### src/rtl/mc_core_param.sv
// Parametrised multicycle RISC core: 16-bit instructions, DW-bit datapath, one shared
// instruction/data memory port with a req/ready handshake that tolerates wait states.
module mc_core_param #(
    parameter int              DW       = 16,
    parameter logic [DW-1:0]   RESET_PC = '0,
    parameter bit              ZERO_R0  = 1'b1
) (
    input  logic          clk,
    input  logic          rst,
    output logic          mem_req,
    output logic          mem_we,
    output logic [DW-1:0] mem_addr,
    output logic [DW-1:0] mem_wdata,
    input  logic [DW-1:0] mem_rdata,
    input  logic          mem_ready,
    output logic [DW-1:0] pc_out,
    output logic          retire,
    output logic          halted
);

    // Handshake: request fields stay frozen from the first mem_req cycle up to and
    // including the edge where mem_ready=1; mem_ready is ignored while mem_req=0.
    typedef enum logic [2:0] {
        S_FETCH, S_DECODE, S_EXEC, S_MEM, S_WB, S_HALT
    } state_t;

    localparam logic [3:0] OP_LI  = 4'h7;
    localparam logic [3:0] OP_LW  = 4'h8;
    localparam logic [3:0] OP_SW  = 4'h9;
    localparam logic [3:0] OP_BEQ = 4'hA;
    localparam logic [3:0] OP_BNE = 4'hB;
    localparam logic [3:0] OP_JMP = 4'hC;

    state_t        state, next_state;
    logic [DW-1:0] pc, a_q, b_q, d_q, alu_out, mdr, alu_res;
    logic [15:0]   ir;
    logic [DW-1:0] regs [16];
    logic [3:0]    op, rd, rs, rt;
    logic [DW-1:0] imm8_s, imm4_z, imm4_s, imm12_s, rd_val, rs_val, rt_val;
    logic          branch_taken;

    assign op      = ir[15:12];
    assign rd      = ir[11:8];
    assign rs      = ir[7:4];
    assign rt      = ir[3:0];
    assign imm8_s  = {{(DW-8){ir[7]}}, ir[7:0]};
    assign imm4_z  = {{(DW-4){1'b0}}, ir[3:0]};
    assign imm4_s  = {{(DW-4){ir[3]}}, ir[3:0]};
    assign imm12_s = {{(DW-12){ir[11]}}, ir[11:0]};

    assign rd_val = (ZERO_R0 && rd == 4'd0) ? '0 : regs[rd];
    assign rs_val = (ZERO_R0 && rs == 4'd0) ? '0 : regs[rs];
    assign rt_val = (ZERO_R0 && rt == 4'd0) ? '0 : regs[rt];

    // a_q=R[rs], b_q=R[rt], d_q=R[rd]; d_q doubles as ADDI source, branch operand and SW data
    assign branch_taken = (op == OP_BEQ && d_q == a_q) || (op == OP_BNE && d_q != a_q);

    always_comb begin
        alu_res = '0;
        case (op)
            4'h0:         alu_res = a_q + b_q;
            4'h1:         alu_res = a_q - b_q;
            4'h2:         alu_res = a_q & b_q;
            4'h3:         alu_res = a_q | b_q;
            4'h4:         alu_res = a_q ^ b_q;
            4'h5:         alu_res = {{(DW-1){1'b0}}, ($signed(a_q) < $signed(b_q))};
            4'h6:         alu_res = d_q + imm8_s;
            OP_LI:        alu_res = imm8_s;
            OP_LW, OP_SW: alu_res = a_q + imm4_z;
            default:      alu_res = '0;
        endcase
    end

    always_ff @(posedge clk or posedge rst) begin
        if (rst) state <= S_FETCH;
        else     state <= next_state;
    end

    always_comb begin
        next_state = state;
        case (state)
            S_FETCH:  if (mem_ready) next_state = S_DECODE;
            S_DECODE: next_state = S_EXEC;
            S_EXEC: begin
                if (op <= OP_LI)                     next_state = S_WB;
                else if (op == OP_LW || op == OP_SW) next_state = S_MEM;
                else if (op >= 4'hE)                 next_state = S_HALT;
                else                                 next_state = S_FETCH;
            end
            S_MEM:    if (mem_ready) next_state = (op == OP_LW) ? S_WB : S_FETCH;
            S_WB:     next_state = S_FETCH;
            S_HALT:   next_state = S_HALT;
            default:  next_state = S_FETCH;
        endcase
    end

    // Outputs are forced quiet while rst is high, so a reset mid-transaction drops mem_req at once
    always_comb begin
        mem_req   = 1'b0;
        mem_we    = 1'b0;
        mem_addr  = '0;
        mem_wdata = '0;
        retire    = 1'b0;
        halted    = 1'b0;
        if (!rst) begin
            case (state)
                S_FETCH: begin
                    mem_req  = 1'b1;
                    mem_addr = pc;
                end
                S_EXEC:  retire = (op >= OP_BEQ);
                S_MEM: begin
                    mem_req  = 1'b1;
                    mem_addr = alu_out;
                    if (op == OP_SW) begin
                        mem_we    = 1'b1;
                        mem_wdata = d_q;
                        retire    = mem_ready;
                    end
                end
                S_WB:    retire = 1'b1;
                S_HALT:  halted = 1'b1;
                default: ;
            endcase
        end
    end

    always_ff @(posedge clk or posedge rst) begin
        if (rst) begin
            pc      <= RESET_PC;
            ir      <= '0;
            a_q     <= '0;
            b_q     <= '0;
            d_q     <= '0;
            alu_out <= '0;
            mdr     <= '0;
            for (int i = 0; i < 16; i++) regs[i] <= '0;
        end else begin
            case (state)
                S_FETCH: if (mem_ready) begin
                    ir <= mem_rdata[15:0];
                    pc <= pc + 1'b1;
                end
                S_DECODE: begin
                    a_q <= rs_val;
                    b_q <= rt_val;
                    d_q <= rd_val;
                end
                S_EXEC: begin
                    alu_out <= alu_res;
                    if (branch_taken)       pc <= pc + imm4_s;
                    else if (op == OP_JMP)  pc <= pc + imm12_s;
                end
                S_MEM: if (mem_ready && op == OP_LW) mdr <= mem_rdata;
                S_WB: if (!(ZERO_R0 && rd == 4'd0))
                    regs[rd] <= (op == OP_LW) ? mdr : alu_out;
                default: ;
            endcase
        end
    end

    assign pc_out = pc;

endmodule

### config.mk
export PLATFORM = sky130hd
export DESIGN_NAME = mc_core_param
export DESIGN_NICKNAME = d
export VERILOG_FILES = /design/src/rtl/mc_core_param.sv
export SDC_FILE = /design/constraint.sdc
export NUM_CORES = 1
export LEC_CHECK = 0
export BUFFER_PORTS_ARGS = -buffer_cell sky130_fd_sc_hd__buf_2
export CORE_UTILIZATION = 45
export CTS_CLUSTER_SIZE = 25
export DETAILED_ROUTE_END_ITERATION = 8
export GPL_ROUTABILITY_DRIVEN = 1
export SKIP_LAST_GASP = 1
export SLEW_MARGIN = 20
export SYNTH_ARGS = -nofsm -noshare
export SYNTH_HDL_FRONTEND = slang
export SYNTH_SLANG_ARGS = --single-unit
### constraint.sdc
create_clock -name clk -period 35.8 [get_ports clk]
set_clock_uncertainty 0.15 [all_clocks]
set_input_delay 3.58 -clock clk [delete_from_list [all_inputs] [get_ports clk]]
set_output_delay 3.58 -clock clk [all_outputs]
set_load 0.02 [all_outputs]
* Word-level counts from Yosys, hierarchy flattened
Cells that the tools add are included.
Word-level totals: word-level logic and storage cells 130, flip-flop bits (word level) 371
Cells by class: muxes and demuxes 43, reduce and logical (&&, ||, !) cells 19, $add $sub $neg 7, bitwise gates (word level) 7, order comparisons 8, eq/ne operators 22
Operators by type and width (number):
- two-way mux 16 bit | 18
- bitwise mux 256 bit | 1
- binary-select mux 16 bit (select 4 bit) | 3
- one-hot mux 16 bit (9 select lines) | 1
- adder 16 bit | 4
- demux 16 bit (select 4 bit) | 1
- one-hot mux 16 bit (2 select lines) | 2
- equality test 4 bit (second input constant) | 5
- two-way mux 3 bit | 6
- adder 16 x 1 -> 16 bit (second input constant) | 1
- adder 16 x 4 -> 16 bit | 1
- bitwise AND 16 bit | 1
- equality test 16 bit | 1
- equality test 4 x 3 -> 1 bit (second input constant) | 4
- logical NOT 4 bit | 4
- < comparator 16 bit | 1
- != test 16 bit | 1
- bitwise OR 16 bit | 1
- subtractor 16 bit | 1
- bitwise XOR 16 bit | 1
- >= comparator 5 bit (second input constant) | 3
- NOT 4 -> 5 bit | 3
- one-hot mux 3 bit (5 select lines) | 1
- two-way mux 1 bit | 9
- 19 further kinds | 32

* Logic depth before layout (Yosys ltp)
Gate-level depths: netlist of run 1.
word-level depth 6, depth in mapped cells 18

* Worst setup path before layout of run 1
Ideal clock, no wire load.
path kind input-to-output, start in rst, end out mem_wdata[10], stages 5, slack 19136 ps, arrival time 12934 ps, data required time 32070 ps, cells stage by stage inv_1 -> and3_1 -> clkbuf_1 -> clkbuf_1 -> and2_1
On the way: longest elaborated chain between the ends 1
Ends and longest elaborated chain:
- from (decl) | line 9 | input logic rst,
- two-way mux 16 bit | line 105 | if (!rst) begin
- to (decl) | line 13 | output logic [DW-1:0] mem_wdata,
Every way passes these cells.

* Worst setup path in the final report of run 1
start in rst, end out mem_wdata[2]
Same word-level chain as after synthesis.

==> results of run 1 <==
per-stage QoR:
step	instance area, sq um	worst slack, ns
CTS	26100	26.52
floorplan	23500	19.14
global route	26200	26.42
detailed placement	24600	26.53
global placement	24600	26.62
finish	26200	26.55
state kept, by name, summed over array words and instances, names as in the netlist:
name and flops:
pc_out 16, state 3, mdr 16, ir 16, b_q 16, a_q 16, d_q 16, alu_out 16
regs 256
where the power goes:
part	internal, W	switching [W]	total (W)
clock	0.000305	0.000185	0.000490
sequential	0.000564	0.000229	0.000792
combinational	0.000550	0.000648	0.00120
cells by family (layout without fill, tap and decap cells):
| kind of cell | after synthesis | in the layout |
|---|---|---|
| AND/OR/NAND/NOR | 548 | 548 |
| AO/OA/AOI/OAI | 522 | 522 |
| flip-flops | 371 | 371 |
| multiplexers | 293 | 293 |
| buffers and inverters | 288 | 302 |
| adder cells (fa/ha/maj) | 99 | 99 |
| XOR/XNOR | 63 | 63 |
cell type report:
class	instances	area (sq um)	area share [%]
Clock buffer	58	1220	4.68
Multi-Input combinational cell	1525	13300	50.8
Tap cell	680	851	3.25
Sequential cell	371	9310	35.6
Clock inverter	20	347	1.33
Inverter	104	398	1.52
Timing Repair Buffer	120	742	2.84
placed cells by master, fill, tap and decap left out, drive strengths merged, types with 23 or more instances in the layout:
master  count
o22ai      35
ha         95
a21oi     135
o21ai     224
nand2     250
mux4      240
nor2      173
xnor2      23
dfrtp     371
clkbuf     58
xor2       40
inv       105
a22oi      25
buf       120
mux2       33
final timing paths:
path | start | end | slack, ns
setup reg to reg | ir[13]$_DFFE_PP0P_ | alu_out[14]$_DFFE_PP0N_ | 31.20
hold reg to reg | regs[242]$_DFFE_PP0P_ | regs[242]$_DFFE_PP0P_ | 0.27
min in group asynchronous | rst | pc_out[15]$_DFFE_PP0P_ | 3.05
max in group asynchronous | rst | regs[89]$_DFFE_PP0P_ | 30.35
setup / recovery | rst | mem_wdata[2] | 26.55
hold / removal | regs[242]$_DFFE_PP0P_ | regs[242]$_DFFE_PP0P_ | 0.27
metal layers:
metal | part of all wire (%) | track usage, % | up-vias
li1 | - | - | 7964
met1 | 41 | 37.5 | 9213
met5 | 0 | 0 | -
met3 | 6.7 | 4.10 | 158
met4 | 3.9 | 11.0 | 0
met2 | 49 | 45.8 | 677
==> results by group, run 1 <==
Setup path
  • Arr. time, crit path: between 5 and 6 ns
  • Required time of the critical path: 32.07 ns
  • CP dominant cell by count: buf_2
  • Worst setup EP type: primary output
  • CP max stage delay: 0.83 ns
  • Maximum net fanout on the critical path: 63
  • CP max-delay cell: and3_1
  • R2R cell count: 17
  • CP top delay family: simple AND/OR/NAND/NOR gates
  • Startpoint Class: primary input
  • Worst setup path class: in -> out
  • Worst path buffer plus inverter count: 3
  • Crit-path cells: buf_2 > inv_8 > and3_1 > and2_1 > buf_2
  • Cell depth of the worst setup path: 5

CTS
  • CTS buffer count: 43
  • Hold buffers post-CTS: 0
  • Max clock buf depth: 3
  • Worst-path clk slew: 0.06 ns
  • CTS root buf: clkbuf_16
  • Clock insertion delay at the later pin of the skew report: a little under 0.6 ns
  • Post-CTS setup buffers: 0
  • H-tree Lvls: 2
  • Post-CTS sizing: 0
  • TritonCTS clock tree: yes
  • # clock sinks: 371

Routing
  • DRT iter0 DRCs: 1,964
  • Residual DRC: 0
  • ANT nets after route: 0
  • Avg WL per Cell: ~25 um
  • Vias per Instance: 6.26
  • TritonRoute pass-1 iters: 6
  • Total Wirelength: 72,700 um
  • Total number of vias: 18,000

Yosys
  • Commonest cells post-synth: 371 x dfrtp_1, 250 x nand2_1, 240 x mux4_2, 222 x o21ai_0, 173 x nor2_1
  • YS warnings: 0
  • Post-Synth Simple-Gate Area: 9.95%
  • Post-synthesis xor/xnor area fraction: 2.34%
  • Mapped Cells: 2,184
  • Post-synth top area share: 39.4%
  • Main synth FF type: dfrtp_1
  • Post-synth EDFFs: 0
  • Top post-synthesis cells by area: dfrtp_1 39%, mux4_2 23%, ha_1 5.0%
  • Register area share after synthesis: between 30% and 40%
  • Post-Synth Adder-Cell Area: 5.39%
  • Synthesized cell area: ~24,000 sq um
  • Synth unique cells: 59
  • Yosys reg bits: 371
  • Post-synth ARST share: 100%
  • Largest family of logic cells by synthesized area: multiplexers
  • Top-count cell post-synth: dfrtp_1
  • Post-synth top area cell: dfrtp_1
  • Synthesized area per cell: 10.8 sq um
  • Post-synthesis compound-gate area fraction: 12.9%
  • Mux cell area share after synthesis: 25.4%
  • Syn nets: 2,302

Final layout
  • Diodes inserted: 0
  • Util after Layout: 50.8%
  • Layout area overhead: 11.1%
  • Fillers: 4,565
  • Fin nets: 2,283
  • Share of layout cells above drive strength 1: 22.9%
  • Cell Count, Final, Fillers Out: 2,878

STA
  • Setup violations, final: 0
  • Min Tclk post-route: 9.25 ns
  • Setup_tns: 0 ns
  • Fmax: 108 MHz
  • RSZ-0062 raised after global routing: no
  • Hold Fails Final Rpt: 0
  • Worst slew margin: 21.2%
  • Crit share post-route: about 26%
  • Worst Max-Slew Pin Slew: 1.15 ns
  • Final Slew Violations: 0
  • Hold_ws: 0.268 ns

Pwr
  • Worst IR drop on VDD: approximately 0.038 mV
  • Total power: around 0.0025 W
  • Leakage power: 11.2 nW
  • Pwr Density: 94.8 nW/um^2

Floorplan
  • Total die area: 53,300 sq um
  • Site Rows: 83
  • Die H: between 200 and 250 um
  • Initial Util: 45.7%
  • Die X: 231 um
  • Ports: 71
  • Placeable Area: 51,500 sq um

GRT
  • GRT Util Overall: 28.0%
  • Initial antenna violation count: 1
  • Vias in the first global route: 17,700
  • First-pass GRT wire length: 112,000 um
  • Largest net degree at the start of global routing: 157
  • Grt ovf: 0

Flow run
  • Max-cap violations: 0

Placement
  • Post-Place Cells: 2,800
  • Final RePlAce weighted congestion: roughly 0.94
  • Post-DP HPWL: 48,000 um
  • Port Buffers: 70

Min path
  • Worst Hold Class: reg -> reg
  • Number of cells on the worst hold path: 0

Run status
  • Status: complete, no violations
Note: power is estimated with default switching activity, not from simulation.
==> inputs of run 2 (changes only) <==
--- a/config.mk
+++ b/config.mk
@@ -5,6 +5,7 @@
 export SDC_FILE = /design/constraint.sdc
 export NUM_CORES = 1
 export LEC_CHECK = 0
+export ABC_AREA = 1
 export BUFFER_PORTS_ARGS = -buffer_cell sky130_fd_sc_hd__buf_2
 export CORE_UTILIZATION = 45
 export CTS_CLUSTER_SIZE = 25
==> constraint.sdc (replaced) <==
create_clock -name clk -period 9.36 [get_ports clk]
set_clock_uncertainty 0.15 [all_clocks]
set_input_delay 0.936 -clock clk [delete_from_list [all_inputs] [get_ports clk]]
set_output_delay 0.936 -clock clk [all_outputs]
set_load 0.02 [all_outputs]
==> run 2 against run 1 <==
Compared with the run above: sequential power rose to 3.3 times the previous value; hold slack improved by 0.0016 ns; first-iteration DRC count up 63%; global-route usage rose by 8.6 points; core utilization is 1.1 points lower; largest cell class unchanged; register-to-register slack lost 26 ns; setup slack got worse by 21 ns; highest routed layer is now met5; non-clock buffer count decreased by 1.
==> results by group, run 2 <==
Run status
  • Status: complete, no violations (unchanged)

CTS
  • Hold buffers post-CTS: 0 (unchanged)
  • # clock sinks: 371 (unchanged)
  • H-tree Lvls: 2 (unchanged)
  • CTS buffer count: 45 (was 43)
  • Worst-path clk slew: 0.06 ns (about the same)
  • Post-CTS setup buffers: 0 (unchanged)
  • Max clock buf depth: 3 (unchanged)
  • Clock insertion delay at the later pin of the skew report: 0.60 ns (was 0.58 ns)
  • CTS root buf: clkbuf_16 (unchanged)
  • Post-CTS sizing: 0 (unchanged)
  • TritonCTS clock tree: yes (unchanged)

Pwr
  • Total power: 0.0101 W (was 0.00248 W)
  • Pwr Density: 368 nW/um^2 (was 94.8 nW/um^2)
  • Sequential power share: 25.9% (was 31.9%)
  • Leakage power: 12.4 nW (was 11.2 nW)
  • Sw frac: 53.2% (was 42.8%)
  • Clk pwr share: 18.5% (was 19.8%)
  • Cell internal pwr: 0.00474 W (was 0.00142 W)
  • Switching power: 0.00539 W (was 0.00106 W)
  • Logic gate share of total power: 55.6% (was 48.3%)
  • Worst IR drop on VDD: 0.240 mV (was 0.0378 mV)

Yosys
  • Top post-synthesis cells by area: dfrtp_1 37%, a21oi_1 12%, o21ai_0 11% (was dfrtp_1 39%, mux4_2 23%, ha_1 5.0%)
  • Synthesized cell area: 25,400 sq um (was 23,500 sq um)
  • Register area share after synthesis: 36.6% (was 39.4%)
  • Post-synth top area cell: dfrtp_1 (unchanged)
  • Main synth FF type: dfrtp_1 (unchanged)
  • Yosys reg bits: 371 (unchanged)
  • Syn nets: 3,759 (was 2,302)
  • Post-synth ARST share: 100% (unchanged)
  • Post-synth EDFFs: 0 (unchanged)
  • Post-synth top area share: 36.6% (was 39.4%)
  • Top-count cell post-synth: a21oi_1 (was dfrtp_1)
  • Mapped Cells: 3,641 (was 2,184)
  • Synthesized area per cell: 6.96 sq um (was 10.8 sq um)
  • YS warnings: 0 (unchanged)
  • Synth unique cells: 57 (was 59)
  • Commonest cells post-synth: 585 x a21oi_1, 578 x o21ai_0, 543 x nand2_1, 371 x dfrtp_1, 370 x inv_1 (was 371 x dfrtp_1, 250 x nand2_1, 240 x mux4_2, 222 x o21ai_0, 173 x nor2_1)

GRT
  • First-pass GRT wire length: 157,000 um (was 112,000 um)
  • Grt ovf: 0 (unchanged)
  • Vias in the first global route: 25,200 (was 17,700)
  • Largest net degree at the start of global routing: 156 (was 157)
  • Initial antenna violation count: 4 (was 1)
  • GRT Util Overall: 36.6% (was 28.0%)

Final layout
  • Largest Register: regs (unchanged)
  • FF+latch area: 9300 sq um (was 9310 sq um)
  • Layout area overhead: 8.64% (was 11.1%)
  • Fillers: 5,573 (was 4,565)
  • Multi-input gate area: 13,600 sq um (was 13,300 sq um)
  • Most frequent cells in the layout: 585 x a21oi_1, 578 x o21ai_0, 542 x nand2_1 (was 362 x dfrtp_1, 248 x nand2_1, 240 x mux4_2)
  • Fin nets: 3,671 (was 2,283)
  • Most common cell after layout, fill and taps aside: a21oi_1 (was dfrtp_1)
  • Share of layout cells above drive strength 1: 7.58% (was 22.9%)
  • Max reg flops: 256 (unchanged)

Floorplan
  • Ports: 71 (unchanged)
  • Die H: 239 um (was 231 um)
  • Site Rows: 86 (was 83)
  • Placeable Area: 55,400 sq um (was 51,500 sq um)
  • Total die area: 57,300 sq um (was 53,300 sq um)
  • Initial Util: 45.7% (about the same)
  • Die X: 239 um (was 231 um)

STA
  • Worst Max-Slew Pin Slew: 1.20 ns (was 1.15 ns)
  • Setup violations, final: 0 (unchanged)
  • Hold Fails Final Rpt: 0 (unchanged)
  • Fmax: 243 MHz
  • Worst slew margin: 20.2% (was 21.2%)
  • Min Tclk post-route: 4.12 ns
  • RSZ-0062 raised after global routing: no (unchanged)
  • Setup_tns: 0 ns (unchanged)
  • Final Slew Violations: 0 (unchanged)
  • Crit share post-route: 44.0%

Setup path
  • R2R cell count: 15 (was 17)
  • CP Launch Point: ir[0]$_DFFE_PP0P_ (was rst)
  • Arr. time, crit path: 4.43 ns (was 5.52 ns)
  • Worst setup path class: reg -> reg (was in -> out)
  • Worst setup EP type: register (was primary output)
  • Required time of the critical path: 9.68 ns (was 32.07 ns)
  • FF-to-FF End: alu_out[12]$_DFFE_PP0N_ (was alu_out[14]$_DFFE_PP0N_)
  • R2R setup slack: 5.24 ns (was 31.20 ns)
  • Reg-to-Reg Start: ir[0]$_DFFE_PP0P_ (was ir[13]$_DFFE_PP0P_)
  • Startpoint Class: register (was primary input)
  • Setup crit end: alu_out[12]$_DFFE_PP0N_ (was mem_wdata[2])
  • Maximum net fanout on the critical path: 73 (was 63)

Placement
  • Post-DP HPWL: 69,400 um (was 48,000 um)
  • Port Buffers: 70 (unchanged)
  • Final RePlAce weighted congestion: 0.995 (was 0.939)

Routing
  • Total number of vias: 26,700 (was 18,000)
  • Residual DRC: 0 (unchanged)
  • Vias per Instance: 6.14 (was 6.26)
  • TritonRoute pass-1 iters: 6 (unchanged)
  • DRT iter0 DRCs: 3,202 (was 1,964)
  • Total Wirelength: 105,000 um (was 72,700 um)
  • ANT nets after route: 0 (unchanged)
  • Avg WL per Cell: 24.3 um (was 25.3 um)

Flow run
  • Max-cap violations: 0 (unchanged)

Min path
  • Hold_sp: regs[255]$_DFFE_PP0P_ (was regs[242]$_DFFE_PP0P_)
  • Worst Hold Class: reg -> reg (unchanged)
## run 2: how the worst min path moves through the flow
stage	endpoint	slack, ns	depth (start not counted)
after global placement	regs[240]$_DFFE_PP0P_	0.25	0
after global routing	regs[252]$_DFFE_PP0P_	0.29	0
after CTS	regs[240]$_DFFE_PP0P_	0.27	0
after floorplan	mdr[0]$_DFFE_PP0P_	0.30	2
final	regs[255]$_DFFE_PP0P_	0.27	0
after detailed placement	regs[251]$_DFFE_PP0P_	0.26	0
## run 2: logic make-up after synthesis
group / count (synthesis) / synth area share [%]
buffers and inverters: 640 / 10.1
adders and majority gates: 99 / 5.00
AOI/OAI and AO/OA: 1326 / 28.0
DFF: 371 / 36.6
xor gates and xnor gates: 15 / 0.518
and+or+nand+nor: 1190 / 19.7
## run 2: worst max-delay path, stage by stage, from the launching register on
cell and delay [ns]:
dfrtp_4 0.61, clkinv_2 0.90, o21ai_0 0.45, ha_1 0.26, inv_1 0.08, fa_1 0.46, inv_1 0.09, nand3_1 0.08
o211ai_1 0.19, nand3_1 0.15, nand3_1 0.11, nand2_1 0.05, nand3_1 0.08, nand4_1 0.11, nand2_1 0.09, o21ai_0 0.08
## run 2: area by class of cell
class,count,share of cell area [%]
multi-input cells,2630,49.2
flip-flops and latches,371,33.8
repair buffers,119,2.71
clock buffers,62,4.61
well taps,748,3.40
clock inverters,19,0.981
inverters,386,5.28
diodes,2,0.0182
## run 2: layer usage
layer	track usage (%)	part of all wire [%]	routed length, um
met2	55.6	43	45800
met4	18.9	5.8	6090
met5	0	0.012	13
met1	48.0	40	41600
met3	9.07	11	11800
## run 2: through the flow
stage                     hold slack [ns]  cells  area (sq um)  utilization, %  worst slack, ns
after detailed placement            0.256   4254         26000            46.9             5.39
after global placement              0.249   4253         26000            46.9             5.38
after global routing                0.285   4335         27500            49.7             4.98
after floorplan                     0.303   3641         25400               -             1.03
final                               0.269   4337         27500            49.7             5.24
after CTS                           0.270   4335         27500            49.7             5.21
## run 2: power groups by stage
stage          Combinational, W  Sequential [W]  Clock [W]
2_1_floorplan           0.00372         0.00240          0
3_3_place_gp            0.00534         0.00261          0
3_5_place_dp            0.00540         0.00263          0
4_1_cts                 0.00542         0.00260    0.00189
5_1_grt                 0.00604         0.00267    0.00196
6_report                0.00563         0.00263    0.00187
